## src/rtl/morphle_wb_cfg.sv

```systemverilog
// morphle_wb_cfg
// Wishbone slave that loads configuration words into one Morphle Logic yblock
// and gives the CPU register access to its uin/uout and cbitout signals.
// Configuration words are queued in a FIFO. A timing engine shifts each word
// out on cbitin and follows it with one confclk pulse.
//
// Ports
//   wb_clk_i / wb_rst_i     clock, asynchronous active-low reset
//   wbs_*                   Wishbone slave (classic, single-cycle ack)
//   cell_reset, confclk     yblock reset and configuration clock
//   cbitin / cbitout        configuration bits to / from yblock (cbitout async)
//   uin / uout              user data to / from yblock (uout async)
//
// Register map (word offsets, register index is adr[4:2])
//   0x00 CTRL RW  0x04 STATUS  0x08 CFG_DATA WO  0x0C CBITOUT RO
//   0x10 UIN RW   0x14 UOUT RO 0x18 PULSECNT (any write clears)
module morphle_wb_cfg #(
    parameter int unsigned BLOCKWIDTH = 16,
    parameter int unsigned FIFO_DEPTH = 16,
    parameter int unsigned CLKDIV     = 4,
    parameter logic [31:0] BASE_ADDR  = 32'h3000_0000
) (
    input  logic                    wb_clk_i,
    input  logic                    wb_rst_i,
    input  logic                    wbs_stb_i,
    input  logic                    wbs_cyc_i,
    input  logic                    wbs_we_i,
    input  logic [3:0]              wbs_sel_i,
    input  logic [31:0]             wbs_adr_i,
    input  logic [31:0]             wbs_dat_i,
    output logic                    wbs_ack_o,
    output logic [31:0]             wbs_dat_o,
    output logic                    cell_reset,
    output logic                    confclk,
    output logic [BLOCKWIDTH-1:0]   cbitin,
    input  logic [BLOCKWIDTH-1:0]   cbitout,
    output logic [2*BLOCKWIDTH-1:0] uin,
    input  logic [2*BLOCKWIDTH-1:0] uout
);
    localparam int unsigned AW = $clog2(FIFO_DEPTH);
    localparam int unsigned CW = AW + 1;
    localparam int unsigned UW = 2 * BLOCKWIDTH;
    localparam logic [7:0]  DIV_RELOAD = 8'(CLKDIV - 1);

    typedef enum logic [1:0] {S_IDLE, S_SETUP, S_HIGH, S_LOW} state_e;

    // ---------------- bus front end ----------------
    logic        ack_q;
    logic [31:0] dat_q;
    logic        req_we_q;
    logic [2:0]  req_idx_q;
    logic [31:0] req_dat_q;
    logic [3:0]  req_sel_q;

    // register state
    logic                  cell_reset_q, cell_reset_d;
    logic [31:0]           uin_q, uin_d;
    logic                  ovf_q, ovf_d, done_q, done_d;
    logic [15:0]           pcnt_q, pcnt_d;
    logic [BLOCKWIDTH-1:0] cbit_q, cbit_d;
    logic                  confclk_q;
    state_e                state_q, state_d;
    logic [7:0]            div_q, div_d;

    // FIFO
    logic [BLOCKWIDTH-1:0] mem_q [FIFO_DEPTH];
    logic [AW-1:0]         wr_ptr_q, wr_ptr_d, rd_ptr_q, rd_ptr_d;
    logic [CW-1:0]         cnt_q, cnt_d;

    // synchronizers
    logic [BLOCKWIDTH-1:0] cb_s1_q, cb_s2_q;
    logic [UW-1:0]         uo_s1_q, uo_s2_q;

    logic        hit, acc, wr, push, push_ok, pop, abort, empty, full, busy;
    logic        pcnt_inc, done_set, ovf_set;
    logic [31:0] rd_data;
    logic        unused_ok;

    assign hit   = wbs_stb_i & wbs_cyc_i & (wbs_adr_i[31:8] == BASE_ADDR[31:8]);
    // No new access is accepted while ack is high, so a held strobe is acked every other cycle.
    assign acc   = hit & ~ack_q;
    // The request is latched on acceptance. Its write effect is committed on the ack cycle.
    assign wr    = ack_q & req_we_q;
    assign push  = wr && (req_idx_q == 3'd2);
    assign abort = wr && (req_idx_q == 3'd0) && req_sel_q[0] && req_dat_q[0];
    assign empty = (cnt_q == '0);
    assign full  = (cnt_q == CW'(FIFO_DEPTH));
    assign busy  = (state_q != S_IDLE);
    assign unused_ok = ^{wbs_adr_i[7:5], wbs_adr_i[1:0]};

    always_comb begin
        rd_data = 32'd0;
        case (wbs_adr_i[4:2])
            3'd0: rd_data = {31'd0, cell_reset_q};
            3'd1: rd_data = {19'd0, 5'(cnt_q), 3'd0, done_q, ovf_q, full, empty, busy};
            3'd3: rd_data = 32'(cb_s2_q);
            3'd4: rd_data = uin_q;
            3'd5: rd_data = 32'(uo_s2_q);
            3'd6: rd_data = {16'd0, pcnt_q};
            default: rd_data = 32'd0;
        endcase
    end

    always_ff @(posedge wb_clk_i or negedge wb_rst_i) begin
        if (!wb_rst_i) begin
            ack_q     <= 1'b0;
            dat_q     <= 32'd0;
            req_we_q  <= 1'b0;
            req_idx_q <= 3'd0;
            req_dat_q <= 32'd0;
            req_sel_q <= 4'd0;
        end else begin
            ack_q <= acc;
            if (acc) begin
                dat_q     <= rd_data;
                req_we_q  <= wbs_we_i;
                req_idx_q <= wbs_adr_i[4:2];
                req_dat_q <= wbs_dat_i;
                req_sel_q <= wbs_sel_i;
            end
        end
    end

    // ---------------- engine FSM ----------------
    always_comb begin
        state_d  = state_q;
        div_d    = div_q;
        pop      = 1'b0;
        pcnt_inc = 1'b0;
        done_set = 1'b0;
        case (state_q)
            S_IDLE: if (!empty && !cell_reset_q) begin
                state_d = S_SETUP;
                div_d   = DIV_RELOAD;
                pop     = 1'b1;
            end
            S_SETUP: if (div_q == 8'd0) begin
                state_d  = S_HIGH;
                div_d    = DIV_RELOAD;
                pcnt_inc = 1'b1;
            end else div_d = div_q - 8'd1;
            S_HIGH: if (div_q == 8'd0) begin
                state_d = S_LOW;
                div_d   = DIV_RELOAD;
            end else div_d = div_q - 8'd1;
            S_LOW: if (div_q == 8'd0) begin
                if (!empty) begin
                    state_d = S_SETUP;
                    div_d   = DIV_RELOAD;
                    pop     = 1'b1;
                end else begin
                    state_d  = S_IDLE;
                    done_set = 1'b1;
                end
            end else div_d = div_q - 8'd1;
            default: state_d = S_IDLE;
        endcase
        // Abort: a cell_reset=1 write returns the engine to IDLE without completing the sequence.
        if (abort) begin
            state_d  = S_IDLE;
            pop      = 1'b0;
            pcnt_inc = 1'b0;
            done_set = 1'b0;
        end
    end

    // ---------------- FIFO and register next state ----------------
    always_comb begin
        // If the FIFO is full, a pop in the same cycle frees the slot for the push.
        push_ok  = push && !cell_reset_q && (!full || pop);
        ovf_set  = push && !push_ok;
        wr_ptr_d = wr_ptr_q + AW'(push_ok);
        rd_ptr_d = rd_ptr_q + AW'(pop);
        cnt_d    = cnt_q + CW'(push_ok) - CW'(pop);
        if (abort) begin
            wr_ptr_d = '0;
            rd_ptr_d = '0;
            cnt_d    = '0;
        end
        cbit_d = pop ? mem_q[rd_ptr_q] : cbit_q;

        cell_reset_d = cell_reset_q;
        if (wr && req_idx_q == 3'd0 && req_sel_q[0]) cell_reset_d = req_dat_q[0];

        // W1C clears lose to a set condition in the same cycle.
        ovf_d  = ovf_set  | (ovf_q  & ~(wr && req_idx_q == 3'd1 && req_sel_q[0] && req_dat_q[3]));
        done_d = done_set | (done_q & ~(wr && req_idx_q == 3'd1 && req_sel_q[0] && req_dat_q[4]));

        pcnt_d = pcnt_q;
        if (wr && req_idx_q == 3'd6) pcnt_d = 16'd0;
        else if (pcnt_inc)           pcnt_d = pcnt_q + 16'd1;

        uin_d = uin_q;
        if (wr && req_idx_q == 3'd4)
            for (int b = 0; b < 4; b++)
                if (req_sel_q[b]) uin_d[8*b +: 8] = req_dat_q[8*b +: 8];
    end

    always_ff @(posedge wb_clk_i) begin
        if (push_ok) mem_q[wr_ptr_q] <= req_dat_q[BLOCKWIDTH-1:0];
    end

    always_ff @(posedge wb_clk_i or negedge wb_rst_i) begin
        if (!wb_rst_i) begin
            state_q      <= S_IDLE;
            div_q        <= 8'd0;
            confclk_q    <= 1'b0;
            wr_ptr_q     <= '0;
            rd_ptr_q     <= '0;
            cnt_q        <= '0;
            cbit_q       <= '0;
            cell_reset_q <= 1'b1;
            ovf_q        <= 1'b0;
            done_q       <= 1'b0;
            pcnt_q       <= 16'd0;
            uin_q        <= 32'd0;
            cb_s1_q      <= '0;
            cb_s2_q      <= '0;
            uo_s1_q      <= '0;
            uo_s2_q      <= '0;
        end else begin
            state_q      <= state_d;
            div_q        <= div_d;
            confclk_q    <= (state_d == S_HIGH);
            wr_ptr_q     <= wr_ptr_d;
            rd_ptr_q     <= rd_ptr_d;
            cnt_q        <= cnt_d;
            cbit_q       <= cbit_d;
            cell_reset_q <= cell_reset_d;
            ovf_q        <= ovf_d;
            done_q       <= done_d;
            pcnt_q       <= pcnt_d;
            uin_q        <= uin_d;
            cb_s1_q      <= cbitout;
            cb_s2_q      <= cb_s1_q;
            uo_s1_q      <= uout;
            uo_s2_q      <= uo_s1_q;
        end
    end

    assign wbs_ack_o  = ack_q;
    assign wbs_dat_o  = dat_q;
    assign cell_reset = cell_reset_q;
    assign confclk    = confclk_q;
    assign cbitin     = cbit_q;
    assign uin        = uin_q[UW-1:0];

endmodule

```

## config.mk

```make
export PLATFORM = sky130hd
export DESIGN_NAME = morphle_wb_cfg
export DESIGN_NICKNAME = d
export VERILOG_FILES = /design/src/rtl/morphle_wb_cfg.sv
export SDC_FILE = /design/constraint.sdc
export NUM_CORES = 1
export LEC_CHECK = 0
export ABC_AREA = 1
export CORE_MARGIN = 5
export CORE_UTILIZATION = 51
export DETAILED_ROUTE_END_ITERATION = 6
export PLACE_DENSITY = 0.75
export SYNTH_ARGS = -nofsm -noshare
export SYNTH_HDL_FRONTEND = slang
export SYNTH_SLANG_ARGS = --single-unit
```

## constraint.sdc

```tcl
create_clock -name wb_clk_i -period 2.7 [get_ports wb_clk_i]
set_input_delay 0.54 -clock wb_clk_i [delete_from_list [all_inputs] [get_ports wb_clk_i]]
set_output_delay 0.54 -clock wb_clk_i [all_outputs]
set_load 0.01 [all_outputs]
```

# Word level (Yosys, flattened, before mapping)
# Memory sizes are Yosys's and may differ from the RTL's. A register that Yosys moved wholly into a read port is not among the register bits.
# Cells that the tools add are included.
[op_classes]
add_sub_neg = 6
n_eq_ne = 17
muxes = 32
bitwise_logic = 11
reduce_logical = 33
[ops]
columns = ["op", "n"]
rows = [
  ["32-bit one-hot mux with 6 select lines", 1],
  ["16-bit two-way mux", 2],
  ["8-bit two-way mux", 4],
  ["24-bit by 22-bit == test with 1-bit output (second input constant)", 1],
  ["8-bit one-hot mux with 3 select lines", 1],
  ["16-bit by 1-bit adder with 16-bit output (second input constant)", 1],
  ["3-bit == test (second input constant)", 5],
  ["1-bit logical AND", 14],
  ["1-bit two-way mux", 14],
  ["2-bit two-way mux", 5],
  ["2-bit AND reduction", 5],
  ["4-bit by 1-bit adder with 4-bit output", 2],
  ["8-bit zero test", 1],
  ["4-bit two-way mux", 2],
  ["2-bit one-hot mux with 4 select lines", 1],
  ["8-bit by 1-bit subtractor with 8-bit output (second input constant)", 1],
  ["1-bit bitwise AND", 6],
  ["2-bit == test (second input constant)", 3],
  ["3-bit by 1-bit == test with 1-bit output (second input constant)", 2],
  ["3-bit by 2-bit == test with 1-bit output (second input constant)", 2],
  ["3-bit zero test", 2],
  ["5-bit by 1-bit adder with 5-bit output", 1],
  ["5-bit == test (second input constant)", 1],
  ["1-bit zero test", 5],
  ["13 further kinds", 17],
]
[totals]
regBits = 244
ram_bits = 256
inputBits = 121
output_inout_bits = 83
elab_cells = 124
mem_count = 1
[mem_list]
columns = ["memory", "words", "word_bits", "read_ports", "rd_ports_with_merged_regs", "wr", "line", "rtl"]
rows = [
  ["mem_q", 16, 16, 1, 1, 1, "66", "logic [BLOCKWIDTH-1:0] mem_q [FIFO_DEPTH];"],
]

# Longest topological paths before layout
# Gate-level depths: netlist of the first run.
[depth]
ltp_word = 11
mapped_depth = 19
mapped_depth_nobuf = 19

# Worst setup path after synthesis of the first run
# OpenSTA, ideal clock, no wires.
[synth_path]
path_type = "register to register"
startpoint = "register div_q[0]"
endpoint = "register cnt_q[4]"
setup_ps = 77
arrival_ps = 2758
required_time_ps = 2623
slack_ps = -135
stages_incl_launch_ff = 20
cell_sequence = "dfrtp_1 inv_1 ha_1 nand2_1 nor2_4 nand2_2 nand2_2 nand2_4 nand2_4 nand2_1 ha_1 inv_1 ha_1 inv_1 fa_1 inv_1 a21oi_1 o21ai_0 o21ai_0 a21oi_1"
[synth_via]
elab_chain_cells = 9
[synth_rtl]
columns = ["item", "line", "rtl"]
rows = [
  ["start, declared", "63", "logic [7:0] div_q, div_d;"],
  ["start signal, assigned", "223", "div_q <= div_d;"],
  ["8-bit zero test *", "146", "S_LOW: if (div_q == 8'd0) begin"],
  ["1-bit two-way mux *", "146", ""],
  ["1-bit one-hot mux with 2 select lines *", "131", "case (state_q)"],
  ["1-bit two-way mux *", "159", "if (abort) begin"],
  ["1-bit logical OR", "170", "push_ok = push && !cell_reset_q && (!full || pop);"],
  ["1-bit logical AND", "170", ""],
  ["5-bit by 1-bit adder with 5-bit output", "174", "cnt_d = cnt_q + CW'(push_ok) - CW'(pop);"],
  ["5-bit by 1-bit subtractor with 5-bit output *", "174", ""],
  ["5-bit two-way mux *", "175", "if (abort) begin"],
  ["named net cnt_d[4]", "68", "logic [CW-1:0] cnt_q, cnt_d;"],
  ["end signal, assigned", "227", "cnt_q <= cnt_d;"],
  ["end, declared", "68", ""],
]
# Mark *: on every way through the listed nets, which the timed path passes. The rest lies on a longest branch.
# A chain may end at the register's enable or synchronous reset.

# Final worst setup path of the first run
[layout_path]
startpoint = "register cnt_q[2]"
endpoint = "register cnt_q[4]"
[layout_via]
elab_chain_cells = 11
[layout_rtl]
columns = ["item", "line", "rtl"]
rows = [
  ["5-bit zero test", "86", "assign empty = (cnt_q == '0);"],
  ["1-bit zero test", "-", ""],
  ["1-bit logical AND", "132", "S_IDLE: if (!empty && !cell_reset_q) begin"],
  ["1-bit two-way mux", "132", ""],
  ["1-bit one-hot mux with 2 select lines", "131", ""],
  ["1-bit two-way mux", "159", ""],
  ["1-bit logical OR", "170", ""],
  ["1-bit logical AND", "170", ""],
  ["5-bit by 1-bit adder with 5-bit output", "174", ""],
  ["5-bit by 1-bit subtractor with 5-bit output *", "174", ""],
  ["5-bit two-way mux *", "175", ""],
  ["named net cnt_d[4]", "68", ""],
]
# Marks and branches as above.

==> metrics.csv, run 1 <==
metric;value;unit
Max-slew headroom;40.09;%
synthesized area;20540;sq um
Worst-path clk slew;0.06;ns
Placement Setup Slack;-0.05459;ns
Final Cycle Share;97.85;%
worst r2r src;cnt_q[2];
startpoint of the worst hold path;uo_s1_q[27];
final count of negative-setup-slack endpoints;0;
number of buffers added on ports;198;
leading post-synthesis cells by cell area;edfxtp_1 37%, dfrtp_1 32%, nor2_1 6.8%, nand2_1 5.8%, o21ai_0 4.4%;
Clock Path Buffers;3;
Reg2Reg Depth;18;
Async SR Flop Fraction;50.39;%
sequential share of power;51.4;%
Hold Crit Class;reg -> reg;
Total Power;0.01614;W
Cells after DPL;2592;
GR Overflow Total;0;
post-detail-place hpwl;34130;microns
Sw Share;19.84;%
I/O pins;204;
Yosys cell types;42;
first drt pass iteration count;7;
Critical Path Sink;cnt_q[4];
most instantiated library cell after synthesis;nor2_1;
fmax;378.5;MHz
H-tree levels;2;
CTS Buf Count;50;
Layout Skew;0.02390;ns
Leak;10.24;nW
Avg Inst Size Synth;10.89;sq um
flops & latches, synth;516;
Placer Congestion;0.8950;
hold depth;0;
Die Width;210.7;microns
Post-Syn Instances;1886;
Area Growth Syn to Fin;23.41;%
Remaining DRCs;0;
number of enable-type register cells in the synthesized netlist;256;
vias per cell;5.481;
Final min period;2.642;ns
vias in the first global route;15092;
core area;39820;sq um
initial antenna violation count;1;
worst-skew pair later-pin latency;0.58;ns
Worst Tran Pin Value;0.8976;ns
power share of the clock group;46.5;%
post-layout net count;2268;
Initial Utilization;51.58;%
final wirelength;53770;microns
CP startpoint kind;flop;
Max IR drop VDD;0.4625;mV
critical path type;reg -> reg;
largest area contributor in the synthesized netlist;edfxtp_1;
largest net degree at the start of global routing;89;
row cnt;73;
clk root buf;clkbuf_16;
Fin. Hold Viols;0;
Switch Pwr;0.003203;W
first-pass GRT wire length;83810;microns
Arr. time, crit path;3.13;ns
Clock Sinks;516;
Comb pwr share;2.1;%
R2R Setup Slk;0.06;ns
setup slack after layout;0.05815;ns
Seq/Total Area, Yosys;69.11;%
MaxCap Viol Count;0;
worst flop-to-flop path endpoint;cnt_q[4];
Max Fanout on Critical Path;3;
routed vias;14776;
share of cells above drive strength 1;9.811;%
Syn Nets;2025;
Synth top cells by count;370 x nor2_1, 315 x nand2_1, 259 x dfrtp_1, 256 x edfxtp_1, 179 x o21ai_0;
total track usage;23.97;%
Yosys top cell area share;37.43;%
final non-filler cell total;2696;
ANT cells;0;
Synth Flop Type;dfrtp_1;
DRT iter0 DRCs;1392;
Synth Warn #;0;
Worst EP required;3.18;ns
wire per inst;19.94;microns
CTS tree;built;
start point of the critical path;cnt_q[2];
DRT antenna net count;0;
Power Density;636.8;nW/um^2
status;complete, no violations;
die area;44390;sq um
Die H;210.7;microns
critical path endpoint category;flop;
Final Max Slew Viols;0;
Pint;0.01294;W
metal layers:
| layer | track usage (%) | part of all wire (%) | up-vias |
|---|---|---|---|
| met1 | 30.78 | 39 | 7164 |
| met3 | 6.683 | 9.3 | 123 |
| met4 | 7.556 | 3.4 | 2 |
| met2 | 40.04 | 48 | 620 |
| li1 | - | - | 6867 |
| met5 | 0 | 0.013 | - |
state kept, by name (all words and copies together) (netlist names), 4 cells and up:
name / cells
rd_ptr_q: 4
mem_q: 256
wr_ptr_q: 4
uo_s1_q: 32
uin: 32
div_q: 8
uo_s2_q: 32
req_dat_q: 32
cb_s2_q: 16
wbs_dat_o: 32
cnt_q: 5
cbitin: 16
pcnt_q: 16
cb_s1_q: 16
req_sel_q: 4
worst max-delay path: stages, from the launching register on:
cell and delay, ns:
dfrtp_1 0.35, inv_1 0.08, ha_4 0.17, nand4_1 0.11
nand2_1 0.08, nor2_2 0.15, nand2_4 0.09, nand2_4 0.07
nand2_4 0.05, ha_4 0.21, inv_1 0.05, ha_2 0.19
inv_2 0.05, fa_2 0.37, inv_2 0.07, a21oi_2 0.06
o21ai_2 0.14, o21ai_1 0.09, a21oi_1 0.14
power by group through the flow:
| stage | registers [W] | clock network, W | logic, W |
|---|---|---|---|
| 6_report | 0.00829 | 0.00751 | 0.000340 |
| 3_3_place_gp | 0.00845 | 0 | 0.000335 |
| 2_1_floorplan | 0.00844 | 0 | 0.0000485 |
| 5_1_grt | 0.00829 | 0.00794 | 0.000374 |
| 4_1_cts | 0.00829 | 0.00761 | 0.000345 |
| 3_5_place_dp | 0.00845 | 0 | 0.000341 |
stage by stage:
stage	utilization (%)	area (sq um)	setup TNS, ns	hold slack (ns)
floorplan	-	20550	0	0.2444
global placement	58.73	23390	0	0.3313
detailed placement	58.73	23390	-0.05459	0.3347
CTS	63.31	25210	0	0.3474
global route	63.65	25350	-0.07570	0.3515
finish	63.65	25350	0	0.3469
repair_timing:
item / CTS / global route
endpoints found under the hold margin: 54 / 0
setup buffers: 0 / 9
pin swaps: 3 / 10
hold buffers: 1 / 0
setup endpoints to repair: 1 / 1
gates resized for setup: 4 / 19
cell usage in the layout, fill, tap and decap left out, types with 4 or more instances in the layout:
master and instances:
ha_1 12, ha_4 4, nand2_2 6, clkbuf_1 5, nand3_1 79, clkbuf_16 54, inv_2 11, nand2_4 4
o2111ai_1 4, clkbuf_8 6, clkinv_1 4, nand2_1 313, o211ai_1 65, clkinvlp_4 5, nand4_1 30, buf_4 70
edfxtp_1 256, o21ai_0 177, nor2_2 6, buf_12 5, a21oi_1 44, dfrtp_1 257, nor2_1 366, inv_1 100
clkinv_2 10, bufinv_16 7, nand4_2 4, clkdlybuf4s50_1 197, nor3_1 11, o21ai_1 16, xor2_1 7
worst min-delay path by stage:
stage | slack [ns] | to
floorplan | 0.24 | cb_s1_q[0]
global placement | 0.33 | uo_s2_q[22]
detailed placement | 0.33 | uo_s2_q[15]
CTS | 0.35 | uo_s2_q[28]
global route | 0.35 | uo_s2_q[29]
finish | 0.35 | uo_s2_q[27]
kinds of logic after synthesis:
kind of cell	synth area share, %
AO/OA/AOI/OAI	8.589
buffers and inverters	3.886
AND/OR/NAND/NOR	16.86
flip-flops	69.11
XOR/XNOR	0.4264
adder cells (fa/ha/maj)	1.133
final cells by class:
type	count	area [sq um]
repair buffers	274	2623
inverters	113	427.9
multi-input cells	1174	5634
clock inverters	29	354.1
flip-flops and latches	516	14200
well taps	525	656.9
clock buffers	65	1453
fillers	3065	14480
(Power assumes the default switching activity.)
==> run 2: changes to the inputs <==
CORE_UTILIZATION = 55   (was 51)
MAX_ROUTING_LAYER = met4   (was unset)
PLACE_DENSITY = 0.77   (was 0.75)
clock period = 2.5 ns   (was 2.7 ns; I/O delays follow)
==> run 2 against run 1 <==
Against the previous run: core utilization grew 5.0 points; via count hardly changed; count of clock-buffer cells in the layout increased by 1; flip-flop and latch count did not move; power grew 1.6%; global-route usage grew 2.9 points; cell area fell by 0.54%; combinational power rose by 7.1%; register-to-register slack about the same; clock power fell by 5.9%; critical path depth is 1 higher; clock skew fell by 0.0047 ns; critical endpoint unchanged.
==> metrics.csv, run 2 (synthesized netlist as in run 1, its figures left out) <==
metric;value;unit;change
status;complete, no violations;;unchanged
Worst EP required;3.00;ns;was 3.18 ns
Util after Layout;68.70;%;was 63.65%
Final Cycle Share;97.41;%;was 97.85%
Initial Utilization;55.97;%;was 51.58%
dpl cell area;23570;sq um;was 23,390 sq um
DRT antenna net count;0;;unchanged
post-detail-place hpwl;35200;microns;was 34,130 microns
Total Power;0.01639;W;was 0.01614 W
hold depth;0;;unchanged
Leak;10.18;nW;was 10.24 nW
final count of negative-setup-slack endpoints;0;;unchanged
Worst Tran Pin Value;0.7241;ns;was 0.8976 ns
die area;41310;sq um;was 44,390 sq um
RSZ-0062 raised after global routing;true;;
post-layout net count;2279;;was 2,268
commonest cells after routing, fill and taps aside;368 x nor2_1, 313 x nand2_1, 257 x dfrtp_1;;was 366 x nor2_1, 313 x nand2_1, 257 x dfrtp_1
WHS Endpoint;uo_s2_q[25];;was uo_s2_q[27]
H-tree levels;2;;unchanged
Fin. Hold Viols;0;;unchanged
Arr. time, crit path;2.94;ns;was 3.13 ns
Power Density;650.2;nW/um^2;was 636.8 nW/um^2
initial antenna violation count;2;;was 1
clk root buf;clkbuf_16;;unchanged
CTS Buf Count;51;;was 50
total track usage;26.90;%;was 23.97%
largest net degree at the start of global routing;130;;was 89
final wirelength;53340;microns;was 53,770 microns
I/O pins;204;;unchanged
routed vias;14778;;was 14,776
worst r2r src;div_q[0];;was cnt_q[2]
Max-slew headroom;51.73;%;was 40.09%
Placer Congestion;0.9286;;was 0.8950
MaxCap Viol Count;0;;unchanged
Final min period;2.435;ns;was 2.642 ns
Max Fanout on Critical Path;3;;unchanged
final hold slack;0.3450;ns;was 0.3469 ns
Reg with most FFs;mem_q;;unchanged
Die H;203.3;microns;was 210.7 microns
Layout Skew;0.01918;ns;was 0.02390 ns
number of buffers added on ports;198;;unchanged
Area Growth Syn to Fin;22.75;%;was 23.41%
most common cell after layout, fill and taps aside;nor2_1;;unchanged
R2R Setup Slk;0.06;ns;about the same
Placement Setup Slack;-0.06469;ns;was -0.05459 ns
worst-skew pair later-pin latency;0.59;ns;was 0.58 ns
Final Max Slew Viols;0;;unchanged
setup slack after layout;0.06470;ns;was 0.05815 ns
worst flop-to-flop path endpoint;cnt_q[4];;unchanged
Max IR drop VDD;0.4872;mV;was 0.4625 mV
max reg flops;256;;unchanged
first drt pass iteration count;6;;was 7
vias per cell;5.591;;was 5.481
Clock Sinks;516;;unchanged
DRT iter0 DRCs;1028;;was 1,392
Reg2Reg Depth;19;;was 18
core area;36700;sq um;was 39,820 sq um
vias in the first global route;15346;;was 15,092
final cell area excluding filler cells;25210;sq um;was 25,350 sq um
Die Width;203.3;microns;was 210.7 microns
row cnt;70;;was 73
CP startpoint kind;flop;;unchanged
Hold Crit Class;reg -> reg;;unchanged
Remaining DRCs;0;;unchanged
GR Overflow Total;0;;unchanged
wire per inst;20.18;microns;was 19.94 microns
first-pass GRT wire length;84710;microns;was 83,810 microns
share of cells above drive strength 1;9.434;%;was 9.811%
startpoint of the worst hold path;uo_s1_q[25];;was uo_s1_q[27]
CTS tree;built;;unchanged
critical path endpoint category;flop;;unchanged
Worst-path clk slew;0.06;ns;about the same
Clock Path Buffers;3;;unchanged
fmax;410.6;MHz;was 378.5 MHz
Fillers;2642;;was 3,065
critical path type;reg -> reg;;unchanged
[run 2: worst max-delay path by stage]
stage | slack [ns] | end | depth (start not counted) | startpoint
floorplan | -0.08 | cnt_q[4] | 18 | div_q[3]
global placement | -0.02 | cnt_q[4] | 18 | cnt_q[2]
detailed placement | -0.06 | cnt_q[4] | 18 | cnt_q[3]
CTS | 0.004 | cnt_q[4] | 19 | div_q[0]
global route | -0.09 | cnt_q[4] | 18 | cnt_q[3]
finish | 0.06 | cnt_q[4] | 19 | div_q[0]
[run 2: what timing repair did]
action / 4_1_cts / 5_1_grt
setup buffers: 2 / 10
endpoints found under the setup margin: 1 / 1
pin swaps: 3 / 10
endpoints found under the hold margin: 54 / 0
hold buffers: 1 / 0
gates cloned: 0 / 0
gates resized for setup: 2 / 9
[run 2: final cells by class]
cell class / count / area (sq um) / share of cell area [%]
Clock inverter: 20 / 148.9 / 0.5906
Antenna cell: 2 / 5.005 / 0.01985
Tap cell: 468 / 585.6 / 2.323
Multi-Input combinational cell: 1174 / 5644 / 22.39
Clock buffer: 66 / 1353 / 5.365
Sequential cell: 516 / 14200 / 56.32
Inverter: 113 / 427.9 / 1.697
Timing Repair Buffer: 284 / 2848 / 11.30
[run 2: stage by stage]
stage,std cells,setup TNS [ns]
finish,2643,0
global route,2643,-0.1072
CTS,2631,0
detailed placement,2542,-0.06469
global placement,2542,-0.02061
floorplan,1886,-0.08045
[run 2: critical path, stage by stage, from the launching register on]
cell     delay (ns)
dfrtp_1        0.39
inv_2          0.09
ha_4           0.15
nand2_2        0.06
nor2_4         0.10
nand2_2        0.06
nand2_2        0.08
nand2_4        0.07
nand2_4        0.08
nand2_4        0.05
ha_4           0.22
inv_2          0.06
ha_4           0.13
inv_2          0.03
fa_2           0.33
inv_2          0.07
a21oi_2        0.06
o21ai_2        0.15
o21ai_1        0.07
a21oi_1        0.11
[run 2: layer usage]
metal,GRT usage [%],wire length (microns),share of wire (%)
met1,33.57,20960,39
met2,44.52,26640,50
met3,6.647,4448,8.3
met4,7.372,1287,2.4
met5,-,0,0
[run 2: power by group]
group / switching (W) / internal [W]
registers: 0.0000232 / 0.00893
logic: 0.000172 / 0.000192
clock network: 0.00308 / 0.00399
total: 0.00328 / 0.0131
==> run 3: changes to the inputs <==
PLACE_DENSITY = 0.73   (was 0.77)
SKIP_CTS_REPAIR_TIMING = 1   (was unset)
==> run 3 against run 2 <==
Against the previous run: the flow now finishes with violations (DRC); worst setup slack better by 0.041 ns; global-route usage down 0.50 points; register-to-register slack better by 0.04 ns; worst hold slack better by 0.0019 ns; flip-flop and latch count unchanged; largest cell class unchanged; routed wire length down 2.1%; maximum frequency up 1.7%; critical path depth unchanged; clock power up 12%; non-clock buffer count up 7; count of clock-buffer cells in the layout up 10; combinational power about the same; critical path type unchanged.
==> metrics.csv, run 3 (synthesized netlist as in run 1, its figures left out) <==
metric;value;unit;change
CP startpoint kind;flop;;unchanged
clk root buf;clkbuf_16;;unchanged
Max Fanout on Critical Path;3;;unchanged
share of cells above drive strength 1;10.27;%;was 9.434%
CTS Buf Count;51;;unchanged
Die H;203.3;microns;unchanged
final wirelength;52200;microns;was 53,340 microns
first drt pass iteration count;7;;was 6
wire per inst;19.63;microns;was 20.18 microns
first-pass GRT wire length;83080;microns;was 84,710 microns
H-tree levels;2;;unchanged
Comb pwr share;2.1;%;was 2.2%
Reg2Reg Depth;19;;unchanged
routed vias;14674;;was 14,778
fmax;417.7;MHz;was 410.6 MHz
largest net degree at the start of global routing;97;;was 130
Total Power;0.01722;W;was 0.01639 W
I/O pins;204;;unchanged
worst-skew pair later-pin latency;0.59;ns;about the same
core area;36700;sq um;unchanged
worst r2r src;div_q[0];;unchanged
power share of the clock group;45.9;%;was 43.1%
Power Density;674.5;nW/um^2;was 650.2 nW/um^2
DRT antenna net count;0;;unchanged
Final min period;2.394;ns;was 2.435 ns
Critical Path Sink;cnt_q[4];;unchanged
Clock Path Buffers;3;;unchanged
critical path endpoint category;flop;;unchanged
GR Overflow Total;0;;unchanged
Arr. time, crit path;2.90;ns;was 2.94 ns
Pint;0.01385;W;was 0.01311 W
dpl cell area;23680;sq um;was 23,570 sq um
Placer Congestion;0.8818;;was 0.9286
Max-slew headroom;45.84;%;was 51.73%
status;finished with violations;;was complete, no violations
Sw Share;19.58;%;was 20.01%
violated checks;DRC;;
die area;41310;sq um;unchanged
most common cell after layout, fill and taps aside;nor2_1;;unchanged
number of buffers added on ports;198;;unchanged
Final Cycle Share;95.76;%;was 97.41%
worst flop-to-flop path endpoint;cnt_q[4];;unchanged
CTS tree;built;;unchanged
post-detail-place hpwl;34380;microns;was 35,200 microns
Switch Pwr;0.003371;W;was 0.003279 W
Initial Utilization;55.97;%;unchanged
R2R Setup Slk;0.11;ns;was 0.06 ns
start point of the critical path;div_q[0];;unchanged
Die Width;203.3;microns;unchanged
Clock Sinks;516;;unchanged
Final Max Slew Viols;0;;unchanged
critical path type;reg -> reg;;unchanged
commonest cells after routing, fill and taps aside;365 x nor2_1, 313 x nand2_1, 257 x dfrtp_1;;was 368 x nor2_1, 313 x nand2_1, 257 x dfrtp_1
vias per cell;5.519;;was 5.591
max reg flops;256;;unchanged
Hold Crit Class;reg -> reg;;unchanged
Fin. Hold Viols;0;;unchanged
Worst Tran Pin Value;0.8115;ns;was 0.7241 ns
MaxCap Viol Count;0;;unchanged
Max IR drop VDD;0.5099;mV;was 0.4872 mV
Remaining DRCs;2;;was 0
Leak;10.34;nW;was 10.18 nW
total track usage;26.39;%;was 26.90%
Reg with most FFs;mem_q;;unchanged
final count of negative-setup-slack endpoints;0;;unchanged
initial antenna violation count;1;;was 2
DRT iter0 DRCs;1109;;was 1,028
Layout Skew;0.01653;ns;was 0.01918 ns
Worst-path clk slew;0.06;ns;about the same
Worst EP required;3.01;ns;was 3.00 ns
Area Growth Syn to Fin;24.29;%;was 22.75%
final cell area excluding filler cells;25530;sq um;was 25,210 sq um
row cnt;70;;unchanged
post-layout net count;2286;;was 2,279
vias in the first global route;15114;;was 15,346
sequential share of power;52.0;%;was 54.6%
-- run 3: cell types whose count changed in the layout (fill, tap and decap cells not counted), moves of 3 or more --
cell / change
nor2_2: +3
nor2_1: -3
bufinv_16: +4
clkinv_1: -5
buf_4: +5
clkbuf_16: +3
clkbuf_1: +5
-- run 3: cell type report --
class	count	area (sq um)
multi-input combinational	1174	5642
sequential	516	14200
fill	2602	11170
tap	468	585.6
timing repair buffer	291	2925
clock inverter	20	269.0
antenna	1	2.502
inverter	113	430.4
clock buffer	76	1474
-- run 3: how the worst min path moves through the flow --
stage,from,endpoint,slack [ns],cells after the start
6_report,uo_s1_q[24],uo_s2_q[24],0.35,0
5_1_grt,uout[20],uo_s1_q[20],0.33,1
4_1_cts,wb_rst_i,wbs_dat_o[16],-0.11,1
3_5_place_dp,cb_s1_q[1],cb_s2_q[1],0.33,0
3_3_place_gp,uo_s1_q[20],uo_s2_q[20],0.33,0
2_1_floorplan,wb_rst_i,cb_s1_q[0],0.20,0
-- run 3: stage by stage --
| step | std cells | utilization [%] | hold WS [ns] | TNS (ns) | setup WS (ns) |
|---|---|---|---|---|---|
| 6_report | 2659 | 69.56 | 0.3469 | 0 | 0.1061 |
| 4_1_cts | 2650 | 69.29 | -0.1129 | -0.08692 | -0.08692 |
| 3_5_place_dp | 2554 | 64.54 | 0.3347 | -0.05363 | -0.05363 |
| 2_1_floorplan | 1886 | - | 0.2044 | -0.08045 | -0.08045 |
| 3_3_place_gp | 2554 | 64.54 | 0.3317 | -0.03420 | -0.03420 |
| 5_1_grt | 2659 | 69.56 | 0.3258 | -0.01256 | -0.01256 |
-- run 3: routing by layer --
| layer | part of all wire (%) | track usage [%] | wire [microns] |
|---|---|---|---|
| met3 | 8.1 | 6.869 | 4210 |
| met4 | 2.7 | 7.637 | 1428 |
| met1 | 39 | 33.03 | 20570 |
| met2 | 50 | 43.14 | 26000 |
| met5 | 0 | - | 0 |
-- run 3: power groups by stage --
| stage | sequential (W) | clock, W | combinational, W |
|---|---|---|---|
| 2_1_floorplan | 0.00912 | 0 | 0.0000524 |
| 3_3_place_gp | 0.00912 | 0 | 0.000360 |
| 3_5_place_dp | 0.00912 | 0 | 0.000367 |
| 4_1_cts | 0.00896 | 0.00803 | 0.000368 |
| 5_1_grt | 0.00896 | 0.00844 | 0.000401 |
| 6_report | 0.00896 | 0.00790 | 0.000363 |
-- run 3: critical path, cell delays in order, from the launching register on --
cell and delay [ns]:
dfrtp_1 0.39, inv_2 0.09, ha_4 0.13, nand2_2 0.06, nor2_4 0.09, nand2_2 0.06, nand2_2 0.08, nand2_4 0.07
nand2_4 0.07, nand2_4 0.05, ha_4 0.22, inv_4 0.05, ha_4 0.12, inv_2 0.04, fa_2 0.33, inv_2 0.07
a21oi_2 0.05, o21ai_2 0.13, o21ai_1 0.07, a21oi_1 0.13
